--- src/rtl/alu_issue_if.sv ---
// Handshake and forwarding bundle between ID, the EX issue stage and the ALU.
// master = environment (ID, forwarding sources, ALU); slave = alu_issue_stage.
interface alu_issue_if #(
    parameter int N    = 64,
    parameter int REGW = 5
);
    logic            flush;
    logic            in_valid;
    logic            in_ready;
    logic [REGW-1:0] in_rs1_idx;
    logic [REGW-1:0] in_rs2_idx;
    logic [N-1:0]    in_rs1_val;
    logic [N-1:0]    in_rs2_val;
    logic [N-1:0]    in_imm;
    logic            in_use_imm;
    logic [3:0]      in_alu_ctrl;
    logic [REGW-1:0] in_rd_idx;
    logic            fwd_mem_en;
    logic [REGW-1:0] fwd_mem_rd;
    logic [N-1:0]    fwd_mem_val;
    logic            fwd_wb_en;
    logic [REGW-1:0] fwd_wb_rd;
    logic [N-1:0]    fwd_wb_val;
    logic            out_valid;
    logic            out_ready;
    logic [N-1:0]    alu_a;
    logic [N-1:0]    alu_b;
    logic [3:0]      alu_ctrl;
    logic [REGW-1:0] out_rd_idx;
    logic [31:0]     perf_issue_cnt;
    logic [31:0]     perf_stall_cnt;

    modport master (
        output flush, in_valid, in_rs1_idx, in_rs2_idx, in_rs1_val, in_rs2_val,
               in_imm, in_use_imm, in_alu_ctrl, in_rd_idx,
               fwd_mem_en, fwd_mem_rd, fwd_mem_val, fwd_wb_en, fwd_wb_rd, fwd_wb_val,
               out_ready,
        input  in_ready, out_valid, alu_a, alu_b, alu_ctrl, out_rd_idx,
               perf_issue_cnt, perf_stall_cnt
    );

    modport slave (
        input  flush, in_valid, in_rs1_idx, in_rs2_idx, in_rs1_val, in_rs2_val,
               in_imm, in_use_imm, in_alu_ctrl, in_rd_idx,
               fwd_mem_en, fwd_mem_rd, fwd_mem_val, fwd_wb_en, fwd_wb_rd, fwd_wb_val,
               out_ready,
        output in_ready, out_valid, alu_a, alu_b, alu_ctrl, out_rd_idx,
               perf_issue_cnt, perf_stall_cnt
    );
endinterface

--- src/rtl/alu_issue_stage.sv ---
// EX issue buffer: resolves MEM/WB forwarding at accept, holds ops in a 2-entry skid FIFO.
// Optional perf counters enabled by defining ALU_ISSUE_PERF_EN.
module alu_issue_stage #(
    parameter int N    = 64,
    parameter int REGW = 5
) (
    input logic        clk,
    input logic        reset,
    alu_issue_if.slave bus
);
    localparam logic [REGW-1:0] XZR = '1;

    typedef enum logic [1:0] {
        EMPTY = 2'd0,
        ONE   = 2'd1,
        TWO   = 2'd2
    } occ_e;

    occ_e                   state_p1, state_next;
    logic                   in_ready_p1;
    logic                   vld_p1;
    logic                   accept, issue;
    logic                   load_main, load_skid, main_from_skid;
    logic signed [N-1:0]    res_a, res_b;

    logic signed [N-1:0]    main_a_p1, main_b_p1;
    logic [3:0]             main_ctrl_p1;
    logic [REGW-1:0]        main_rd_p1;
    logic signed [N-1:0]    skid_a_p0, skid_b_p0;
    logic [3:0]             skid_ctrl_p0;
    logic [REGW-1:0]        skid_rd_p0;

    // XZR is hard zero and never forwarded; MEM is younger than WB so it wins.
    function automatic logic signed [N-1:0] resolve(
        input logic [REGW-1:0]   idx,
        input logic signed [N-1:0] rf_val,
        input logic              mem_en,
        input logic [REGW-1:0]   mem_rd,
        input logic signed [N-1:0] mem_val,
        input logic              wb_en,
        input logic [REGW-1:0]   wb_rd,
        input logic signed [N-1:0] wb_val
    );
        if (idx == XZR)
            return '0;
        else if (mem_en && (mem_rd == idx))
            return mem_val;
        else if (wb_en && (wb_rd == idx))
            return wb_val;
        else
            return rf_val;
    endfunction

    assign vld_p1 = (state_p1 != EMPTY);
    assign accept = bus.in_valid & in_ready_p1;
    assign issue  = vld_p1 & bus.out_ready;

    always_comb begin
        res_a = resolve(bus.in_rs1_idx, bus.in_rs1_val,
                        bus.fwd_mem_en, bus.fwd_mem_rd, bus.fwd_mem_val,
                        bus.fwd_wb_en, bus.fwd_wb_rd, bus.fwd_wb_val);
        if (bus.in_use_imm)
            res_b = bus.in_imm;
        else
            res_b = resolve(bus.in_rs2_idx, bus.in_rs2_val,
                            bus.fwd_mem_en, bus.fwd_mem_rd, bus.fwd_mem_val,
                            bus.fwd_wb_en, bus.fwd_wb_rd, bus.fwd_wb_val);
    end

    always_comb begin
        state_next     = state_p1;
        load_main      = 1'b0;
        load_skid      = 1'b0;
        main_from_skid = 1'b0;
        if (bus.flush) begin
            state_next = EMPTY;
        end else begin
            case (state_p1)
                EMPTY: begin
                    if (accept) begin
                        state_next = ONE;
                        load_main  = 1'b1;
                    end
                end
                ONE: begin
                    if (accept && issue) begin
                        load_main = 1'b1;
                    end else if (accept) begin
                        state_next = TWO;
                        load_skid  = 1'b1;
                    end else if (issue) begin
                        state_next = EMPTY;
                    end
                end
                TWO: begin
                    if (issue) begin
                        state_next     = ONE;
                        main_from_skid = 1'b1;
                    end
                end
                default: state_next = EMPTY;
            endcase
        end
    end

    // Control: occupancy and registered ready
    always_ff @(posedge clk) begin
        if (reset) begin
            state_p1    <= EMPTY;
            in_ready_p1 <= 1'b1;
        end else begin
            state_p1    <= state_next;
            in_ready_p1 <= (state_next != TWO);
        end
    end

    // Main entry drives the ALU; cleared on reset so alu_* read zero
    always_ff @(posedge clk) begin
        if (reset) begin
            main_a_p1    <= '0;
            main_b_p1    <= '0;
            main_ctrl_p1 <= '0;
            main_rd_p1   <= '0;
        end else if (load_main) begin
            main_a_p1    <= res_a;
            main_b_p1    <= res_b;
            main_ctrl_p1 <= bus.in_alu_ctrl;
            main_rd_p1   <= bus.in_rd_idx;
        end else if (main_from_skid) begin
            main_a_p1    <= skid_a_p0;
            main_b_p1    <= skid_b_p0;
            main_ctrl_p1 <= skid_ctrl_p0;
            main_rd_p1   <= skid_rd_p0;
        end
    end

    // Skid entry: only meaningful while in TWO
    always_ff @(posedge clk) begin
        if (load_skid) begin
            skid_a_p0    <= res_a;
            skid_b_p0    <= res_b;
            skid_ctrl_p0 <= bus.in_alu_ctrl;
            skid_rd_p0   <= bus.in_rd_idx;
        end
    end

    assign bus.in_ready   = in_ready_p1;
    assign bus.out_valid  = vld_p1;
    assign bus.alu_a      = main_a_p1;
    assign bus.alu_b      = main_b_p1;
    assign bus.alu_ctrl   = main_ctrl_p1;
    assign bus.out_rd_idx = main_rd_p1;

`ifdef ALU_ISSUE_PERF_EN
    logic [31:0] issue_cnt_p1, stall_cnt_p1;

    // Counters survive flush; only reset clears them
    always_ff @(posedge clk) begin
        if (reset) begin
            issue_cnt_p1 <= '0;
            stall_cnt_p1 <= '0;
        end else begin
            if (issue)
                issue_cnt_p1 <= issue_cnt_p1 + 32'd1;
            if (vld_p1 && !bus.out_ready)
                stall_cnt_p1 <= stall_cnt_p1 + 32'd1;
        end
    end

    assign bus.perf_issue_cnt = issue_cnt_p1;
    assign bus.perf_stall_cnt = stall_cnt_p1;
`else
    assign bus.perf_issue_cnt = 32'd0;
    assign bus.perf_stall_cnt = 32'd0;
`endif
endmodule
--- src/flat_wrapper.sv ---
// flat-port wrapper written by rule: the top's interface ports become plain ports
module alu_issue_stage_flat 
#(
    parameter int N    = 64,
    parameter int REGW = 5
)
  (clk, reset, bus_flush, bus_in_valid, bus_in_rs1_idx, bus_in_rs2_idx, bus_in_rs1_val, bus_in_rs2_val, bus_in_imm, bus_in_use_imm, bus_in_alu_ctrl, bus_in_rd_idx, bus_fwd_mem_en, bus_fwd_mem_rd, bus_fwd_mem_val, bus_fwd_wb_en, bus_fwd_wb_rd, bus_fwd_wb_val, bus_out_ready, bus_in_ready, bus_out_valid, bus_alu_a, bus_alu_b, bus_alu_ctrl, bus_out_rd_idx, bus_perf_issue_cnt, bus_perf_stall_cnt);
  alu_issue_if #(.N(N), .REGW(REGW)) bus_i ();
  input logic clk;
  input logic reset;
  input wire logic [$bits(bus_i.flush)-1:0] bus_flush;
  input wire logic [$bits(bus_i.in_valid)-1:0] bus_in_valid;
  input wire logic [$bits(bus_i.in_rs1_idx)-1:0] bus_in_rs1_idx;
  input wire logic [$bits(bus_i.in_rs2_idx)-1:0] bus_in_rs2_idx;
  input wire logic [$bits(bus_i.in_rs1_val)-1:0] bus_in_rs1_val;
  input wire logic [$bits(bus_i.in_rs2_val)-1:0] bus_in_rs2_val;
  input wire logic [$bits(bus_i.in_imm)-1:0] bus_in_imm;
  input wire logic [$bits(bus_i.in_use_imm)-1:0] bus_in_use_imm;
  input wire logic [$bits(bus_i.in_alu_ctrl)-1:0] bus_in_alu_ctrl;
  input wire logic [$bits(bus_i.in_rd_idx)-1:0] bus_in_rd_idx;
  input wire logic [$bits(bus_i.fwd_mem_en)-1:0] bus_fwd_mem_en;
  input wire logic [$bits(bus_i.fwd_mem_rd)-1:0] bus_fwd_mem_rd;
  input wire logic [$bits(bus_i.fwd_mem_val)-1:0] bus_fwd_mem_val;
  input wire logic [$bits(bus_i.fwd_wb_en)-1:0] bus_fwd_wb_en;
  input wire logic [$bits(bus_i.fwd_wb_rd)-1:0] bus_fwd_wb_rd;
  input wire logic [$bits(bus_i.fwd_wb_val)-1:0] bus_fwd_wb_val;
  input wire logic [$bits(bus_i.out_ready)-1:0] bus_out_ready;
  output wire logic [$bits(bus_i.in_ready)-1:0] bus_in_ready;
  output wire logic [$bits(bus_i.out_valid)-1:0] bus_out_valid;
  output wire logic [$bits(bus_i.alu_a)-1:0] bus_alu_a;
  output wire logic [$bits(bus_i.alu_b)-1:0] bus_alu_b;
  output wire logic [$bits(bus_i.alu_ctrl)-1:0] bus_alu_ctrl;
  output wire logic [$bits(bus_i.out_rd_idx)-1:0] bus_out_rd_idx;
  output wire logic [$bits(bus_i.perf_issue_cnt)-1:0] bus_perf_issue_cnt;
  output wire logic [$bits(bus_i.perf_stall_cnt)-1:0] bus_perf_stall_cnt;
  assign bus_i.flush = bus_flush;
  assign bus_i.in_valid = bus_in_valid;
  assign bus_i.in_rs1_idx = bus_in_rs1_idx;
  assign bus_i.in_rs2_idx = bus_in_rs2_idx;
  assign bus_i.in_rs1_val = bus_in_rs1_val;
  assign bus_i.in_rs2_val = bus_in_rs2_val;
  assign bus_i.in_imm = bus_in_imm;
  assign bus_i.in_use_imm = bus_in_use_imm;
  assign bus_i.in_alu_ctrl = bus_in_alu_ctrl;
  assign bus_i.in_rd_idx = bus_in_rd_idx;
  assign bus_i.fwd_mem_en = bus_fwd_mem_en;
  assign bus_i.fwd_mem_rd = bus_fwd_mem_rd;
  assign bus_i.fwd_mem_val = bus_fwd_mem_val;
  assign bus_i.fwd_wb_en = bus_fwd_wb_en;
  assign bus_i.fwd_wb_rd = bus_fwd_wb_rd;
  assign bus_i.fwd_wb_val = bus_fwd_wb_val;
  assign bus_i.out_ready = bus_out_ready;
  assign bus_in_ready = bus_i.in_ready;
  assign bus_out_valid = bus_i.out_valid;
  assign bus_alu_a = bus_i.alu_a;
  assign bus_alu_b = bus_i.alu_b;
  assign bus_alu_ctrl = bus_i.alu_ctrl;
  assign bus_out_rd_idx = bus_i.out_rd_idx;
  assign bus_perf_issue_cnt = bus_i.perf_issue_cnt;
  assign bus_perf_stall_cnt = bus_i.perf_stall_cnt;
  alu_issue_stage #(.N(N), .REGW(REGW)) u_core (.clk(clk), .reset(reset), .bus(bus_i));
endmodule
--- config.mk ---
export PLATFORM = sky130hd
export DESIGN_NAME = alu_issue_stage_flat
export DESIGN_NICKNAME = d
export VERILOG_FILES = /design/src/rtl/alu_issue_if.sv /design/src/rtl/alu_issue_stage.sv /design/src/flat_wrapper.sv
export SDC_FILE = /design/constraint.sdc
export NUM_CORES = 1
export LEC_CHECK = 0
export ABC_AREA = 1
export CAP_MARGIN = 40
export CORE_ASPECT_RATIO = 0.6
export CORE_MARGIN = 10
export CORE_UTILIZATION = 46
export CTS_CLUSTER_DIAMETER = 50
export DETAILED_ROUTE_END_ITERATION = 8
export MAX_ROUTING_LAYER = met4
export PLACE_DENSITY = 0.81
export RECOVER_POWER = 50
export SLEW_MARGIN = 20
export SYNTH_ARGS = -nofsm -noshare
export SYNTH_HDL_FRONTEND = slang
export SYNTH_SLANG_ARGS = --single-unit
--- constraint.sdc ---
create_clock -name clk -period 16.95 [get_ports clk]
set_input_delay 2.5425 -clock clk [delete_from_list [all_inputs] [get_ports clk]]
set_output_delay 2.5425 -clock clk [all_outputs]
set_load 0.01 [all_outputs]
# Yosys cells after proc, flatten, opt, wreduce, memory -nomap -nowiden
# Cells that the tools add are included.
# Widths: inputs -> output; s select.
[op_classes]
bitwise_logic = 2
mux = 32
reduce_logical = 8
n_eq_ne = 9
[ops]
columns = ["operator", "n"]
rows = [
  ["$mux 64", 11],
  ["$eq 5x5->1", 4],
  ["$mux 2", 6],
  ["$eq 5x5->1 const B", 2],
  ["$mux 5", 2],
  ["$mux 1", 9],
  ["$mux 4", 2],
  ["$pmux 2 s3", 1],
  ["$logic_and 1x1->1", 5],
  ["$reduce_bool 2->1", 2],
  ["$and 1x1->1", 2],
  ["$eq 2x1->1 const B", 1],
  ["$eq 2x2->1 const B", 1],
  ["$logic_not 2->1", 1],
  ["$ne 2x2->1 const B", 1],
  ["$pmux 1 s2", 1],
]
[word_totals]
out_inout_bits = 203
input_bits = 357
word_cells = 61
register_bits = 277

# Longest topological paths before layout
# Gate-level depths: netlist of the first run.
[logic_depth]
word_depth = 8
depth_mapped = 13

# Least setup slack after synthesis of the first run
# No wires, ideal clock.
[synth_path]
path_kind = "input -> register"
start = "input bus_out_ready"
end = "register u_core.skid_a_p0[0], enable pin"
path_slack_ns = 4.042
t_required_ns = 16.147
path_stages = 4
arrival_time_ns = 12.105
n_path_buf = 1
cell_sequence = "buf_2 > inv_1 > o21ai_2 > nor3_1"
[synth_via]
elab_chain_cells = 5
[synth_lines]
columns = ["element", "line", "text"]
rows = [
  ["start, declared", "flat_wrapper.sv:27", "input wire logic [$bits(bus_i.out_ready)-1:0] bus_out_ready;"],
  ["$and 1x1->1", "alu_issue_stage.sv:56", "assign issue = vld_p1 & bus.out_ready;"],
  ["$logic_and 1x1->1", "alu_issue_stage.sv:86", "if (accept && issue) begin"],
  ["$mux 1", "alu_issue_stage.sv:86", ""],
  ["$mux 1", "alu_issue_stage.sv:78", "case (state_p1)"],
  ["$mux 1", "alu_issue_stage.sv:75", "if (bus.flush) begin"],
  ["net u_core.load_skid", "alu_issue_stage.sv:23", "logic load_main, load_skid, main_from_skid;"],
  ["end signal, assigned", "alu_issue_stage.sv:140", "skid_a_p0 <= res_a;"],
  ["end, declared", "alu_issue_stage.sv:29", "logic signed [N-1:0] skid_a_p0, skid_b_p0;"],
]
# The timed path passes the listed nets, and every way through them passes these cells.
# A chain may end at the register's enable or synchronous reset.

# Worst setup path in the final report of the first run
[layout_path]
start = "input bus_in_valid"
end = "register u_core.main_a_p1[39] (netlist: u_core.bus.alu_a[39])"
[layout_via]
elab_chain_cells = 6
word_cells_on_any_way = 8
[layout_lines]
columns = ["element", "line", "text"]
rows = [
  ["start, declared", "flat_wrapper.sv:12", "input wire logic [$bits(bus_i.in_valid)-1:0] bus_in_valid;"],
  ["$and 1x1->1 (*)", "alu_issue_stage.sv:55", "assign accept = bus.in_valid & in_ready_p1;"],
  ["$logic_and 1x1->1", "alu_issue_stage.sv:86", ""],
  ["$mux 1", "alu_issue_stage.sv:86", ""],
  ["$pmux 1 s2 (*)", "alu_issue_stage.sv:78", ""],
  ["$mux 1 (*)", "alu_issue_stage.sv:75", ""],
  ["$mux 64 / $reduce_bool 2->1 (equally long branches)", "n/a", ""],
  ["end signal, assigned", "alu_issue_stage.sv:125", "main_a_p1 <= res_a;"],
  ["end signal, assigned", "alu_issue_stage.sv:130", "main_a_p1 <= skid_a_p0;"],
  ["end, declared", "alu_issue_stage.sv:26", "logic signed [N-1:0] main_a_p1, main_b_p1;"],
]
# Every way passes the cells marked *; elsewhere a longest branch is shown, timed or not.

==> reports/qor.csv, run 1 <==
stage;metric;value;unit
clocking;Clock Sinks;277;
flow_run;MaxCap Viol Count;7;
sta;RSZ-0062 raised after global routing;no;
worst_setup_path;crit path kind;input pin to register;
global_routing;global-route wire length before repair;106000;um
cells_and_area;Final Cell Area;0.0215;mm^2
sta;Clock Skews;0.00814;ns
worst_setup_path;critical path launch point type;input pin;
synthesis;register area share after synthesis;0.442;
synthesis;synth top area cells;edfxtp_1, dfxtp_1, nand2_1;
floorplan;Die H;163;um
cells_and_area;Area growth syn-to-layout;37.4;%
floorplan;I/O pin count;560;
clocking;clock buffer depth;3;
sta;Max Freq;0.112;GHz
global_routing;largest net degree at the start of global routing;108;
sta;crit path time final;8.92;ns
cells_and_area;layout cells sized above 1;0.0461;
worst_setup_path;R2R setup slack;10.10;ns
min_path;worst min path class;register to register;
sta;Worst-Margin Slew;3.98;ns
global_routing;grt ovf;0;
clocking;latest clock arrival within the worst-skew pair;0.56;ns
clocking;hold buffers post-CTS;0;
clocking;# H-tree levels;1;
routing;Remaining DRCs;0;
sta;worst hold slack;0.477;ns
routing;first-pass iteration count of the detailed router;6;
floorplan;Core Area;0.0336;mm^2
routing;DR vias/cell;5.67;
routing;post-route ant nets;0;
clocking;Root Buffer;clkbuf_16;
power_and_ir_drop;VDD IR max;0.0922;mV
synthesis;Cell Area, Synth;0.0157;mm^2
floorplan;Die X;258;um
sta;Setup TNS;0;ns
synthesis;Post-Syn Instances;2127;
worst_setup_path;worst-path fanout max;107;
clocking;Gates resized, CTS repair;0;
clocking;Worst-path clk slew;0.07;ns
routing;DR vias;17122;
run_status;failing checks;capacitance limit, slew limit;
synthesis;Synth top area share;0.263;
floorplan;Die ar.;0.0421;mm^2
run_status;status;complete, but fails checks;
synthesis;#FFs+latches synth;277;
clocking;Num CTS Buffers;28;
sta;period utilisation layout;0.527;
synthesis;Synth area leader;edfxtp_1;
global_routing;vias in the first global route;15805;
global_routing;total global-route track usage;0.344;
worst_setup_path;Arr. time, crit path;9.23;ns
worst_setup_path;Req. time, crit path;17.25;ns
cells_and_area;Post-layout nets;2871;
sta;normalized max-slew margin;-1.67;
floorplan;# rows;52;
sta;Setup violations, final;0;
placed_design;I/O Buffers;495;
routing;DR iter-0 viols;2504;
worst_setup_path;crit end category;register;
clocking;TritonCTS clock tree;yes;
routing;WL final;75000;um
synthesis;YS warnings;0;
sta;fin. max-slew vios;373;
placed_design;GP Congestion;0.980;
global_routing;initial antenna violation count;24;
sta;final hold vios;0;
cells_and_area;fillers;2973;
placed_design;post-DP HPWL;55500;um
floorplan;Initial Util;0.466;
synthesis;synth unique cells;34;
routing;drt wl/cell;24.8;um
power_and_ir_drop;LEAKAGE;0.00968;uW
placed_design;dpl cell area;0.0205;mm^2
synthesis;synthesized area per cell;7.36;um^2
power_and_ir_drop;power density cells;81.1;mW/mm^2
clocking;Post-CTS Setup Inserts;0;
==> worst paths after layout <==
path | start | end | cells past startpoint
setup / recovery | bus_in_valid | u_core.bus.alu_a[39]$_SDFFE_PP0P_ | 11
setup reg to reg | u_core.state_p1[0]$_SDFF_PP0_ | u_core.bus.alu_a[39]$_SDFFE_PP0P_ | 8
hold reg to reg | u_core.bus.alu_ctrl[2]$_SDFFE_PP0P_ | u_core.bus.alu_ctrl[2]$_SDFFE_PP0P_ | 2
hold / removal | u_core.bus.alu_ctrl[2]$_SDFFE_PP0P_ | u_core.bus.alu_ctrl[2]$_SDFFE_PP0P_ | 2
==> per-layer routing <==
layer  vias up  track usage  share of wire
met4         0        0.110          0.024
met3       113        0.102           0.12
met5         -            -              0
li1       7815            -              -
met2      1046        0.503           0.45
met1      8148        0.450           0.40
==> critical path, cell delays in order <==
cell and delay, ns:
dlygate4sd3_1 0.53, nand2_1 0.07, inv_1 0.06, nand2_1 0.10, nor2_1 0.06, nand2_2 0.07
clkinvlp_2 2.86, clkbuf_1 0.89, clkbuf_1 1.39, o21ai_1 0.52, a21oi_1 0.08
==> registers in the layout, summed over array words and instances (netlist names) <==
| signal | flops |
|---|---|
| u_core.bus.alu_b | 64 |
| u_core.skid_ctrl_p0 | 4 |
| u_core.bus.in_ready | 1 |
| u_core.state_p1 | 2 |
| u_core.bus.alu_ctrl | 4 |
| u_core.skid_a_p0 | 64 |
| u_core.bus.out_rd_idx | 5 |
| u_core.skid_rd_p0 | 5 |
| u_core.skid_b_p0 | 64 |
| u_core.bus.alu_a | 64 |
==> layout make-up <==
cell class	count	area (um^2)	area share
Timing Repair Buffer	523	5250	0.244
Clock buffer	37	786	0.0365
Multi-Input combinational cell	1555	7310	0.340
Inverter	129	488	0.0227
Tap cell	459	574	0.0267
Sequential cell	277	6920	0.321
Antenna cell	25	62.6	0.00291
Clock inverter	15	130	0.00605
==> through the flow <==
step                 util  power, uW  instances  worst slack (ns)
finish              0.640       1750       3020              8.03
global route        0.640       1800       3019              7.53
CTS                 0.638       1740       2993             11.87
detailed placement  0.611       1130       2941             11.29
global placement    0.606       1120       2934             10.91
floorplan               -        930       2190              4.04
==> kinds of logic after synthesis <==
logic type / after synthesis / synth area share
and+or+nand+nor: 1200 / 0.329
other: 1 / 0.000239
AOI/OAI and AO/OA: 244 / 0.0833
buffers and inverters: 358 / 0.112
muxes: 45 / 0.0324
DFF: 277 / 0.442
xor gates and xnor gates: 2 / 0.00112
==> cell usage after synthesis (all sizes together) <==
cell type  count
conb           1
clkinv         2
mux2          45
xor2           2
buf          162
clkbuf        67
nor2         270
nand3        273
o21bai         1
nand4        109
a22oi          1
edfxtp       137
a21oi         98
dfxtp        140
inv          127
a31oi          9
nand2        544
nor3           4
a2111oi        1
o221ai        15
o22ai          3
o21ai        116
==> where the power goes <==
group / total [uW] / switching (uW) / internal, uW
clock: 629 / 283 / 345
sequential: 750 / 15.4 / 734
combinational: 367 / 207 / 159
==> cell usage in the layout, fill, tap and decap left out, types with 87 or more instances in the layout <==
master and instances:
a21oi_1 97, inv_1 124, dlygate4sd3_1 151, edfxtp_1 137, o21ai_0 87, nand4_1 109, dfxtp_1 140, clkdlybuf4s50_1 342
nand2_1 542, nand3_1 268, nor2_1 266
(Power assumes the default switching activity.)
==> run 2: changes to the inputs <==
==> constraint.sdc (replaced) <==
create_clock -name clk -period 8.7 [get_ports clk]
set_input_delay 1.305 -clock clk [delete_from_list [all_inputs] [get_ports clk]]
set_output_delay 1.305 -clock clk [all_outputs]
set_load 0.01 [all_outputs]
==> reports/qor.csv, run 2 (synthesis gave the netlist of run 1 again) <==
stage;metric;value;unit
placed_design;GP Congestion;1.04;
global_routing;initial antenna violation count;21;
cells_and_area;most frequent cells in the layout;nand2_1, clkdlybuf4s50_1, nand3_1;
worst_setup_path;RR Startpoint;u_core.state_p1[0]$_SDFF_PP0_;
floorplan;Die ar.;0.0421;mm^2
clocking;Worst-path clk slew;0.06;ns
clocking;Gates resized, CTS repair;0;
routing;DR vias;17629;
global_routing;GRT busiest layer;met2;
global_routing;vias in the first global route;16253;
sta;RSZ-0062 raised after global routing;no;
routing;Remaining DRCs;0;
sta;Clock Skews;0.0227;ns
floorplan;Core Area;0.0336;mm^2
sta;Setup TNS;0;ns
worst_setup_path;R2R setup slack;3.51;ns
min_path;Hold Crit Depth;2;
sta;Setup violations, final;0;
sta;Max Freq;0.167;GHz
routing;post-route ant nets;0;
worst_setup_path;crit end category;register;
cells_and_area;fillers;3054;
worst_setup_path;RR Endpoint;u_core.skid_a_p0[19]$_DFFE_PP_;
cells_and_area;Area growth syn-to-layout;37.1;%
run_status;failing checks;capacitance limit, slew limit;
routing;DR iter-0 viols;2802;
worst_setup_path;worst-path fanout max;128;
routing;drt wl/cell;26.7;um
global_routing;M3 GR Usage;0.100;
sta;normalized max-slew margin;-1.54;
min_path;worst min path class;register to register;
floorplan;Die X;258;um
sta;crit path time final;5.98;ns
global_routing;grt ovf;0;
power_and_ir_drop;VDD IR max;0.144;mV
sta;final hold vios;0;
sta;worst hold slack;0.488;ns
sta;period utilisation layout;0.687;
floorplan;Initial Util;0.466;
global_routing;global routing usage on met1;0.493;
flow_run;MaxCap Viol Count;3;
routing;DR vias/cell;5.85;
global_routing;total global-route track usage;0.367;
placed_design;dpl cell area;0.0205;mm^2
power_and_ir_drop;LEAKAGE;0.00968;uW
sta;fin. max-slew vios;217;
run_status;status;complete, but fails checks;
clocking;Num CTS Buffers;27;
worst_setup_path;Arr. time, crit path;6.05;ns
placed_design;post-DP HPWL;58300;um
global_routing;met2 Use GR;0.537;
clocking;TritonCTS clock tree;yes;
floorplan;I/O pin count;560;
floorplan;Die H;163;um
clocking;clock buffer depth;3;
routing;WL final;80300;um
clocking;Clock Sinks;277;
placed_design;I/O Buffers;495;
global_routing;global-route wire length before repair;113000;um
cells_and_area;Post-layout nets;2869;
worst_setup_path;critical path launch point type;input pin;
power_and_ir_drop;power density cells;160;mW/mm^2
min_path;Hold EP;u_core.bus.out_rd_idx[3]$_SDFFE_PP0P_;
global_routing;largest net degree at the start of global routing;129;
sta;Worst-Margin Slew;3.80;ns
worst_setup_path;Req. time, crit path;8.78;ns
clocking;Root Buffer;clkbuf_16;
routing;first-pass iteration count of the detailed router;6;
cells_and_area;commonest non-fill, non-tap cell in the layout;nand2_1;
clocking;latest clock arrival within the worst-skew pair;0.57;ns
worst_setup_path;FF-to-FF path depth;4;
worst_setup_path;crit path kind;input pin to register;
clocking;Post-CTS Setup Inserts;0;
clocking;# H-tree levels;1;
cells_and_area;layout cells sized above 1;0.0466;
floorplan;# rows;52;
cells_and_area;Final Cell Area;0.0215;mm^2
clocking;hold buffers post-CTS;0;
min_path;hold path startpoint;u_core.bus.out_rd_idx[3]$_SDFFE_PP0P_;
run 2: cell types whose count changed in the layout (fill, tap and decap cells not counted), sizes merged:
cell / before / now
dlygate4sd3: 151 / 150
clkinvlp: 5 / 2
diode: 25 / 21
clkdlybuf4s50: 342 / 343
clkinv: 10 / 7
buf: 24 / 27
bufinv: 1 / 2
clkbuf: 43 / 42
run 2: metal layers:
layer  vias up  share of wire
li1       7798              -
met1      8403           0.40
met2      1314           0.45
met3       114           0.13
met4         0          0.022
met5         -              0
run 2: how the worst max path moves through the flow:
stage	startpoint	end	depth (start not counted)
6_report	bus_in_valid	u_core.skid_a_p0[19]$_DFFE_PP_	6
5_1_grt	bus_in_valid	u_core.skid_a_p0[38]$_DFFE_PP_	6
4_1_cts	bus_out_ready	u_core.bus.out_rd_idx[0]$_SDFFE_PP0P_	10
3_5_place_dp	bus_out_ready	u_core.bus.out_rd_idx[0]$_SDFFE_PP0P_	10
3_3_place_gp	bus_in_rs2_idx[2]	u_core.bus.alu_b[47]$_SDFFE_PP0P_	13
2_1_floorplan	bus_out_ready	u_core.skid_a_p0[0]$_DFFE_PP_	4
run 2: layout make-up:
type / count / area (um^2) / area share
clock buffer: 40 / 795 / 0.0370
clock inverter: 10 / 116 / 0.00542
tap: 459 / 574 / 0.0267
inverter: 129 / 492 / 0.0229
sequential: 277 / 6920 / 0.322
multi-input combinational: 1555 / 7300 / 0.340
antenna: 21 / 52.6 / 0.00245
timing repair buffer: 522 / 5230 / 0.243
run 2: report_power, final:
group	internal, uW	switching (uW)	leakage (uW)
Sequential	1430	32.9	0.00239
Clock	694	544	0.000444
Combinational	308	420	0.00685
Total	2430	997	0.00968
run 2: per-stage QoR:
step                      utilization  std cells  worst slack (ns)  total power, uW
final                           0.638       3013              2.72             3430
after global routing            0.638       3012              2.52             3520
after CTS                       0.636       2989              4.18             3420
after detailed placement        0.609       2939              3.59             2210
after global placement          0.607       2937              3.61             2200
after floorplan                     -       2190              1.25             1810
run 2: critical path: stages:
cell,delay [ns]
dlygate4sd3_1,0.52
nand2_1,0.05
inv_1,0.09
nand2_1,0.09
nor3_1,1.04
clkbuf_2,2.74
